[src/rtl/s35932_pkg.sv]
// Shared definitions for the s35932 DATA_9 signature checker.
// Holds the session FSM encoding and the default MISR constants.
package s35932_pkg;

    typedef enum logic [1:0] {
        ST_IDLE    = 2'd0,
        ST_COMPACT = 2'd1,
        ST_COMPARE = 2'd2,
        ST_DONE    = 2'd3
    } state_t;

    localparam logic [31:0] DEFAULT_POLY = 32'h04C11DB7;
    localparam logic [31:0] DEFAULT_SEED = 32'hFFFFFFFF;

endpackage

[src/rtl/s35932_misr.sv]
// Multiple-input signature register for the DATA_9 bus.
// load reseeds the register; shift_en folds one data word in.
module s35932_misr
    import s35932_pkg::*;
#(
    parameter int                 WIDTH = 32,
    parameter logic [WIDTH-1:0]   POLY  = WIDTH'(DEFAULT_POLY),
    parameter logic [WIDTH-1:0]   SEED  = WIDTH'(DEFAULT_SEED)
) (
    input  logic             CK,
    input  logic             RESET,
    input  logic             load,
    input  logic             shift_en,
    input  logic [WIDTH-1:0] data_in,
    output logic [WIDTH-1:0] signature
);

    logic [WIDTH-1:0] sig_q;
    logic [WIDTH-1:0] sig_d;

    // Next signature: reseed, fold in one word, or hold.
    always_comb begin
        sig_d = sig_q;
        if (load) begin
            sig_d = SEED;
        end else if (shift_en) begin
            sig_d = {sig_q[WIDTH-2:0], 1'b0}
                  ^ (sig_q[WIDTH-1] ? POLY : '0)
                  ^ data_in;
        end
    end

    // Signature register, reset back to the seed.
    always_ff @(posedge CK) begin
        if (RESET) begin
            sig_q <= SEED;
        end else begin
            sig_q <= sig_d;
        end
    end

    assign signature = sig_q;

endmodule

[config.mk]
export PLATFORM = sky130hd
export DESIGN_NAME = s35932_misr
export DESIGN_NICKNAME = d
export VERILOG_FILES = /design/src/rtl/s35932_pkg.sv /design/src/rtl/s35932_misr.sv
export SDC_FILE = /design/constraint.sdc
export NUM_CORES = 1
export LEC_CHECK = 0
export CORE_MARGIN = 2
export CORE_UTILIZATION = 42
export DETAILED_ROUTE_END_ITERATION = 7
export GPL_ROUTABILITY_DRIVEN = 0
export GPL_TIMING_DRIVEN = 0
export PLACE_DENSITY = 0.85
export SLEW_MARGIN = 30
export SYNTH_ARGS = -nofsm -noshare
export SYNTH_HDL_FRONTEND = slang
export SYNTH_SLANG_ARGS = --single-unit
[constraint.sdc]
create_clock -name CK -period 1.5 [get_ports CK]
set_clock_uncertainty 0.05 [all_clocks]
set_input_delay 0.3 -clock CK [delete_from_list [all_inputs] [get_ports CK]]
set_output_delay 0.3 -clock CK [all_outputs]
set_load 0.005 [all_outputs]
# Word-level counts from Yosys, hierarchy flattened
# Cells that the tools add are included.
# totals
regBits	32
word_cells	5
# classes
mux	1
bitwise_logic	2
reduce_logical	1
# op_table
cell	count
$xor 32x27->32	1
$xor 32x32->32	1
$mux 27	1
$reduce_or 2->1	1

# Logic depth before layout (Yosys ltp)
# Gate-level depths: netlist of run 1.
# logic_depth
word_depth	3
mapped_depth	3
depth_no_buf	2

# Least setup slack after synthesis of run 1
# No wires, ideal clock.
# synth_path
path_type	register -> register
startpoint	register sig_q[31], in the netlist signature[31]
endpoint	register sig_q[10], in the netlist signature[10]
setup_time_ns	0.074
arrival_ns	1.089
t_required_ns	1.376
slack_ns	0.287
path_stages_with_launch	4
n_path_buf	1
path_cell_list	dfxtp_1 -> buf_6 -> xnor3_1 -> o211ai_2
# synth_via
elab_chain_cells	3
# synth_lines
item	line	text
start: declaration	s35932_misr.sv:18	logic [WIDTH-1:0] sig_q;
start signal: assignment	s35932_misr.sv:38	sig_q <= sig_d;
$mux 27	s35932_misr.sv:28	^ (sig_q[WIDTH-1] ? POLY : '0)
$xor 32x27->32	s35932_misr.sv:28	
$xor 32x32->32	s35932_misr.sv:29	^ data_in;
# Every way passes these cells.
# A chain may end at the register's enable or synchronous reset.

# Worst setup path in the final report of run 1
# layout_path
startpoint	register sig_q[2], in the netlist signature[2]
endpoint	output signature[2]
# layout_rtl
item	line	text
end: declaration	s35932_misr.sv:15	output logic [WIDTH-1:0] signature
# No word-level cell between the ends.

==> out/metrics.csv, run 1 <==
metric;value;unit
io pins;68;
total track usage;18.4;%
final period utilization;97.3;%
Routed wire per std cell;14.5;µm
CP required;1.15;ns
Max Cap Violations;0;
Hold Startpoint;signature[2];
Syn Inst Count;140;
slowest CP cell;clkdlybuf4s50_1;
Starting Density;44.2;%
final WL;3920;µm
dpl ws;-0.351;ns
min-delay worst type;reg2reg;
post-synth top area share;39.0;%
vias;1339;
Synth Area per Inst;11.7;µm²
Area contributors post-synth;dfxtp_1 (39%), xnor3_1 (16%), nand2b_1 (12%);
layout cell share with drive strength beyond 1;26.6;%
initial antenna violation count;0;
PwrDens;789;nW/µm²
vias in the first global route;1336;
outcome;completed;
Leak;1.11;nW
Mapped Nets;176;
worst vdd ir;0.512;mV
crit path cell chain;clkdlybuf4s50_1;
register area share after synthesis;39.0;%
Area Overhead vs Synth;58.7;%
critical path class;reg2out;
Die Area;4430;µm²
TritonCTS clock tree;done;
die width;66.5;µm
Via-to-Cell Ratio;4.96;
DR pass1 iterations;4;
Top delay family on crit path;buffers and inverters;
hold path cells;2;
Synth area leader;dfxtp_1;
Yosys cell types;13;
CP Max Fanout;3;
Least-Margin Pin Slew;0.451;ns
Comb power frac;21.9;%
hold path endpoint;signature[2];
# diodes;0;
yosys warns;0;
count leader, synth;dfxtp_1;
Die Y;66.5;µm
CP endpoint kind;output port;
Worst slew margin;69.9;%
final setup violation count;0;
Setup crit start kind;flip-flop;
Clock power frac;32.5;%
Synth top cells by count;dfxtp_1 (32), nand2b_1 (31), o211ai_1 (23);
Port-buffer cells;67;
first-pass GRT wire length;6080;µm
Int Power;1.57;mW
Core Region;3720;µm²
hpwl dp;2820;µm
PnR worst setup slack;0.0399;ns
number of synthesized flops with an enable pin;0;
ys async rst share;0;%
Post-route DRC;0;
sequential share of power;45.6;%
CP max stage delay;0.49;ns
Final ANT Viol Nets;0;
Synth Cell Area;1640;µm²
DP Area;2370;µm²
clk sinks;32;
reg-to-reg startpoint;signature[31];
Hold Fails Final Rpt;0;
CTS Root Cell;clkbuf_8;
Sw Share;23.7;%
hold_buf cts;0;
register bit total from synthesis;32;
number of flip-flops under the largest register name;32;
switching pwr;0.487;mW
FMAX;685;MHz
Min Clock Period, post-route;1.46;ns
Post-synth top flop;dfxtp_1;
worst reg-to-reg path cell count;3;
Worst-Skew Late Latency;0.28;ns
R2R setup slack;0.26;ns
clock slew at reported path FFs;0.06;ns
# nets final;257;
grt ovf;0;
num rows;22;
Worst Path Buf+Inv;1;
CTS buffer count;5;
max-slew violations;0;
H-tree depth;2;
fin area;2610;µm²
largest net degree at the start of global routing;11;
drt initial violations;62;
Arrival @ worst endpoint;1.11;ns
Crit Reg-Reg Endpoint;signature[4];
Clock Path Buffers;2;
==> cells by family after synthesis <==
group	count (synthesis)	share of synthesized area, %
buffers and inverters	11	2.97
DFF	32	39.0
AOI/OAI and AO/OA	32	17.4
xor gates and xnor gates	32	28.2
and+or+nand+nor	33	12.5
==> per-stage QoR <==
stage                     setup TNS, ns  power [mW]  std cells  util [%]  hold WS (ns)
after floorplan                       0        1.18        140         -         0.405
after global placement            -7.84        1.39        255      63.9         0.464
after detailed placement          -8.26        1.40        255      63.9         0.471
after CTS                             0        2.08        264      67.4         0.462
after global routing           -0.00796        2.17        270      70.2         0.469
final                                 0        2.06        270      70.2         0.447
==> power groups by stage <==
stage | logic (mW) | registers [mW] | clock network [mW]
floorplan | 0.233 | 0.951 | 0
global placement | 0.441 | 0.952 | 0
detailed placement | 0.450 | 0.953 | 0
CTS | 0.449 | 0.941 | 0.691
global route | 0.486 | 0.942 | 0.743
finish | 0.451 | 0.937 | 0.669
==> how the worst max path moves through the flow <==
stage / slack [ns] / startpoint / to / cells past startpoint
after floorplan: 0.29 / signature[31] / signature[10] / 3
after global placement: -0.32 / load / signature[13] / 4
after detailed placement: -0.35 / load / signature[14] / 4
after CTS: 0.003 / signature[27] / signature[27] / 1
after global routing: -0.008 / signature[2] / signature[2] / 1
final: 0.04 / signature[2] / signature[2] / 1
==> cells in the final DEF (no fill, tap or decap) <==
cell,count
clkdlybuf4s50_1,38
nand2b_1,31
dfxtp_2,28
o211ai_1,23
dlymetal6s2s_1,21
xnor2_1,19
xnor3_1,12
o211ai_2,9
dlygate4sd2_1,8
buf_4,7
clkbuf_1,6
clkbuf_8,6
clkbuf_2,5
dfxtp_1,2
dfxtp_4,2
inv_1,1
nor2_1,1
buf_6,1
xnor3_4,1
or2b_1,1
==> area by class of cell <==
| type | count | area [µm²] |
|---|---|---|
| timing repair buffer | 74 | 766 |
| clock buffer | 8 | 90.1 |
| sequential | 32 | 683 |
| inverter | 1 | 3.75 |
| fill | 286 | 1110 |
| multi-input combinational | 97 | 953 |
| buffer | 10 | 51.3 |
| tap | 48 | 60.1 |
==> tightest hold or removal path: stages (launching register included) <==
cell and delay, ns:
dfxtp_2 0.34, nand2b_1 0.07, o211ai_2 0.06
==> per-layer routing <==
layer | up-vias | part of all wire (%) | track usage [%]
li1 | 649 | - | -
met1 | 633 | 43 | 21.8
met2 | 51 | 49 | 31.0
met3 | 6 | 6.9 | 6.93
met4 | 0 | 1.0 | 5.36
met5 | - | 0 | 0
==> what timing repair did <==
| item | in CTS | in global routing |
|---|---|---|
| buffers inserted | 1 | 6 |
| gates resized for setup | 41 | 27 |
| setup endpoints to repair | 44 | 50 |
| pin swaps | 0 | 0 |
(Power assumes the default switching activity.)
==> run 2, diff against run 1 <==
--- a/config.mk
+++ b/config.mk
@@ -6,11 +6,12 @@
 export NUM_CORES = 1
 export LEC_CHECK = 0
 export CORE_MARGIN = 2
-export CORE_UTILIZATION = 42
+export CORE_UTILIZATION = 38
+export CTS_CLUSTER_SIZE = 10
 export DETAILED_ROUTE_END_ITERATION = 7
 export GPL_ROUTABILITY_DRIVEN = 0
 export GPL_TIMING_DRIVEN = 0
-export PLACE_DENSITY = 0.85
+export PLACE_DENSITY = 0.81
 export SLEW_MARGIN = 30
 export SYNTH_ARGS = -nofsm -noshare
 export SYNTH_HDL_FRONTEND = slang
==> constraint.sdc (replaced) <==
create_clock -name CK -period 1.2 [get_ports CK]
set_clock_uncertainty 0.05 [all_clocks]
set_input_delay 0.24 -clock CK [delete_from_list [all_inputs] [get_ports CK]]
set_output_delay 0.24 -clock CK [all_outputs]
set_load 0.005 [all_outputs]
==> out/metrics.csv, run 2 (synthesis gave the netlist of run 1 again) <==
metric;value;unit;change
M1 wire length;1750;µm;+3.3%
# nets final;276;;+7.4%
hpwl dp;2680;µm;-5.0%
CTS Root Cell;clkbuf_8;;
Routed wire per std cell;13.9;µm;-4.2%
Hold Fails Final Rpt;0;;unchanged
die width;69.8;µm;+4.8%
Arrival @ worst endpoint;1.38;ns;+0.27 ns
Starting Density;40.2;%;-4.0 points
Via-to-Cell Ratio;4.77;;-3.8%
Worst-Skew Late Latency;0.29;ns;about the same
number of flip-flops under the largest register name;32;;unchanged
Post-route DRC;0;;unchanged
Worst slew margin;84.1;%;+14 points
RSZ-0062 raised after global routing;yes;;
Setup crit start kind;flip-flop;;
max-slew violations;0;;unchanged
PnR worst setup slack;-0.0203;ns;-0.0602 ns
WHS;0.316;ns;-0.131 ns
Core Region;4090;µm²;+10%
drt initial violations;26;;-58%
commonest cells after routing, fill and taps aside;clkdlybuf4s50_1 (34), nand2b_1 (31), dfxtp_2 (31), dlygate4sd2_1 (30), o211ai_1 (23);;
clock slew at reported path FFs;0.07;ns;about the same
FMAX;819;MHz;
largest net degree at the start of global routing;11;;unchanged
outcome;finished with violations;;
clk sinks;32;;unchanged
Port-buffer cells;67;;unchanged
Min Clock Period, post-route;1.22;ns;
violated checks;setup timing;;
vias in the first global route;1447;;+8.3%
worst vdd ir;0.586;mV;+14%
grt ovf;0;;unchanged
Final ANT Viol Nets;0;;unchanged
H-tree depth;2;;unchanged
Die Area;4870;µm²;+9.9%
routed wl met2;2000;µm;+4.1%
commonest non-fill, non-tap cell in the layout;clkdlybuf4s50_1;;
CP endpoint kind;flip-flop;;
Clock Path Buffers;2;;unchanged
vias;1389;;+3.7%
Area Overhead vs Synth;66.8;%;
num rows;23;;+4.5%
DR pass1 iterations;4;;unchanged
layout cell share with drive strength beyond 1;36.5;%;+9.9 points
Max Cap Violations;0;;unchanged
total track usage;17.5;%;-0.96 points
Placed Cells incl. Taps;257;;+0.78%
TritonCTS clock tree;done;;
Leak;1.19;nW;+7.4%
first-pass GRT wire length;6810;µm;+12%
PnR Total Power;2.64;mW;+28%
final cell count without fillers;291;;+7.8%
Fin Setup TNS;-0.0203;ns;-0.0203 ns
initial antenna violation count;0;;unchanged
Die Y;69.8;µm;+4.8%
Filler Cell Count;325;;+14%
io pins;68;;unchanged
hold_buf cts;0;;unchanged
critical path class;reg2reg;;
Least-Margin Pin Slew;0.238;ns;-0.213 ns
DR top layer;met4;;
final period utilization;102;%;
final setup violation count;1;;+1
CP Max Fanout;5;;+2
min-delay worst type;in2reg;;
PwrDens;963;nW/µm²;+22%
# diodes;0;;unchanged
metal3 WL;237;µm;-12%
CTS buffer count;5;;unchanged
final WL;4050;µm;+3.3%
CP required;1.36;ns;+0.21 ns
-- run 2: changes by cell type in the layout (fill, tap and decap cells not counted), moves of 4 or more --
cell	before	now
dlygate4sd2_1	8	30
clkdlybuf4s50_1	38	34
dlymetal6s2s_1	21	1
buf_4	7	22
clkbuf_1	6	0
-- run 2: final cells by class --
cell class | instances | area (µm²) | area share (%)
multi-input cells | 97 | 968 | 35.3
repair buffers | 93 | 862 | 31.5
flip-flops and latches | 32 | 683 | 24.9
clock buffers | 6 | 82.6 | 3.01
plain buffers | 10 | 67.6 | 2.47
well taps | 50 | 62.6 | 2.28
clock inverters | 2 | 10.0 | 0.365
inverters | 1 | 3.75 | 0.137
-- run 2: worst paths after layout --
path,from,to,slack [ns],depth (start not counted)
max,signature[31],signature[0],-0.02,6
min,shift_en,signature[31],0.32,3
min reg2reg,signature[8],signature[8],0.45,2
max reg2reg,signature[31],signature[0],-0.02,6
-- run 2: critical path, stage by stage, from the launching register on --
cell and delay [ns]:
dfxtp_4 0.35, buf_6 0.11, buf_6 0.12, buf_16 0.13
buf_6 0.11, xnor2_2 0.12, o211ai_1 0.14
-- run 2: per-layer routing --
metal	track usage, %	vias up
li1	-	688
met1	20.6	649
met2	30.1	45
met3	4.94	7
met4	6.41	0
met5	0	-
-- run 2: metrics by stage --
step	util (%)	setup WS (ns)	cell area, µm²
final	67.1	-0.0203	2740
after detailed placement	58.2	-0.564	2380
after CTS	66.4	-0.0375	2710
after global placement	58.2	-0.585	2380
after global routing	67.1	-0.0696	2740
after floorplan	-	0.0600	1640
-- run 2: timing repair --
item / in CTS / in global routing
pin swaps: 16 / 5
gates resized for setup: 82 / 8
cloned: 1 / 0
endpoints found under the setup margin: 62 / 36
buffers inserted: 23 / 2
-- run 2: where the power goes --
part / switching, mW / internal [mW] / total (mW)
Combinational: 0.217 / 0.415 / 0.632
Sequential: 0.0368 / 1.12 / 1.16
Clock: 0.391 / 0.457 / 0.847
Total: 0.645 / 1.99 / 2.64
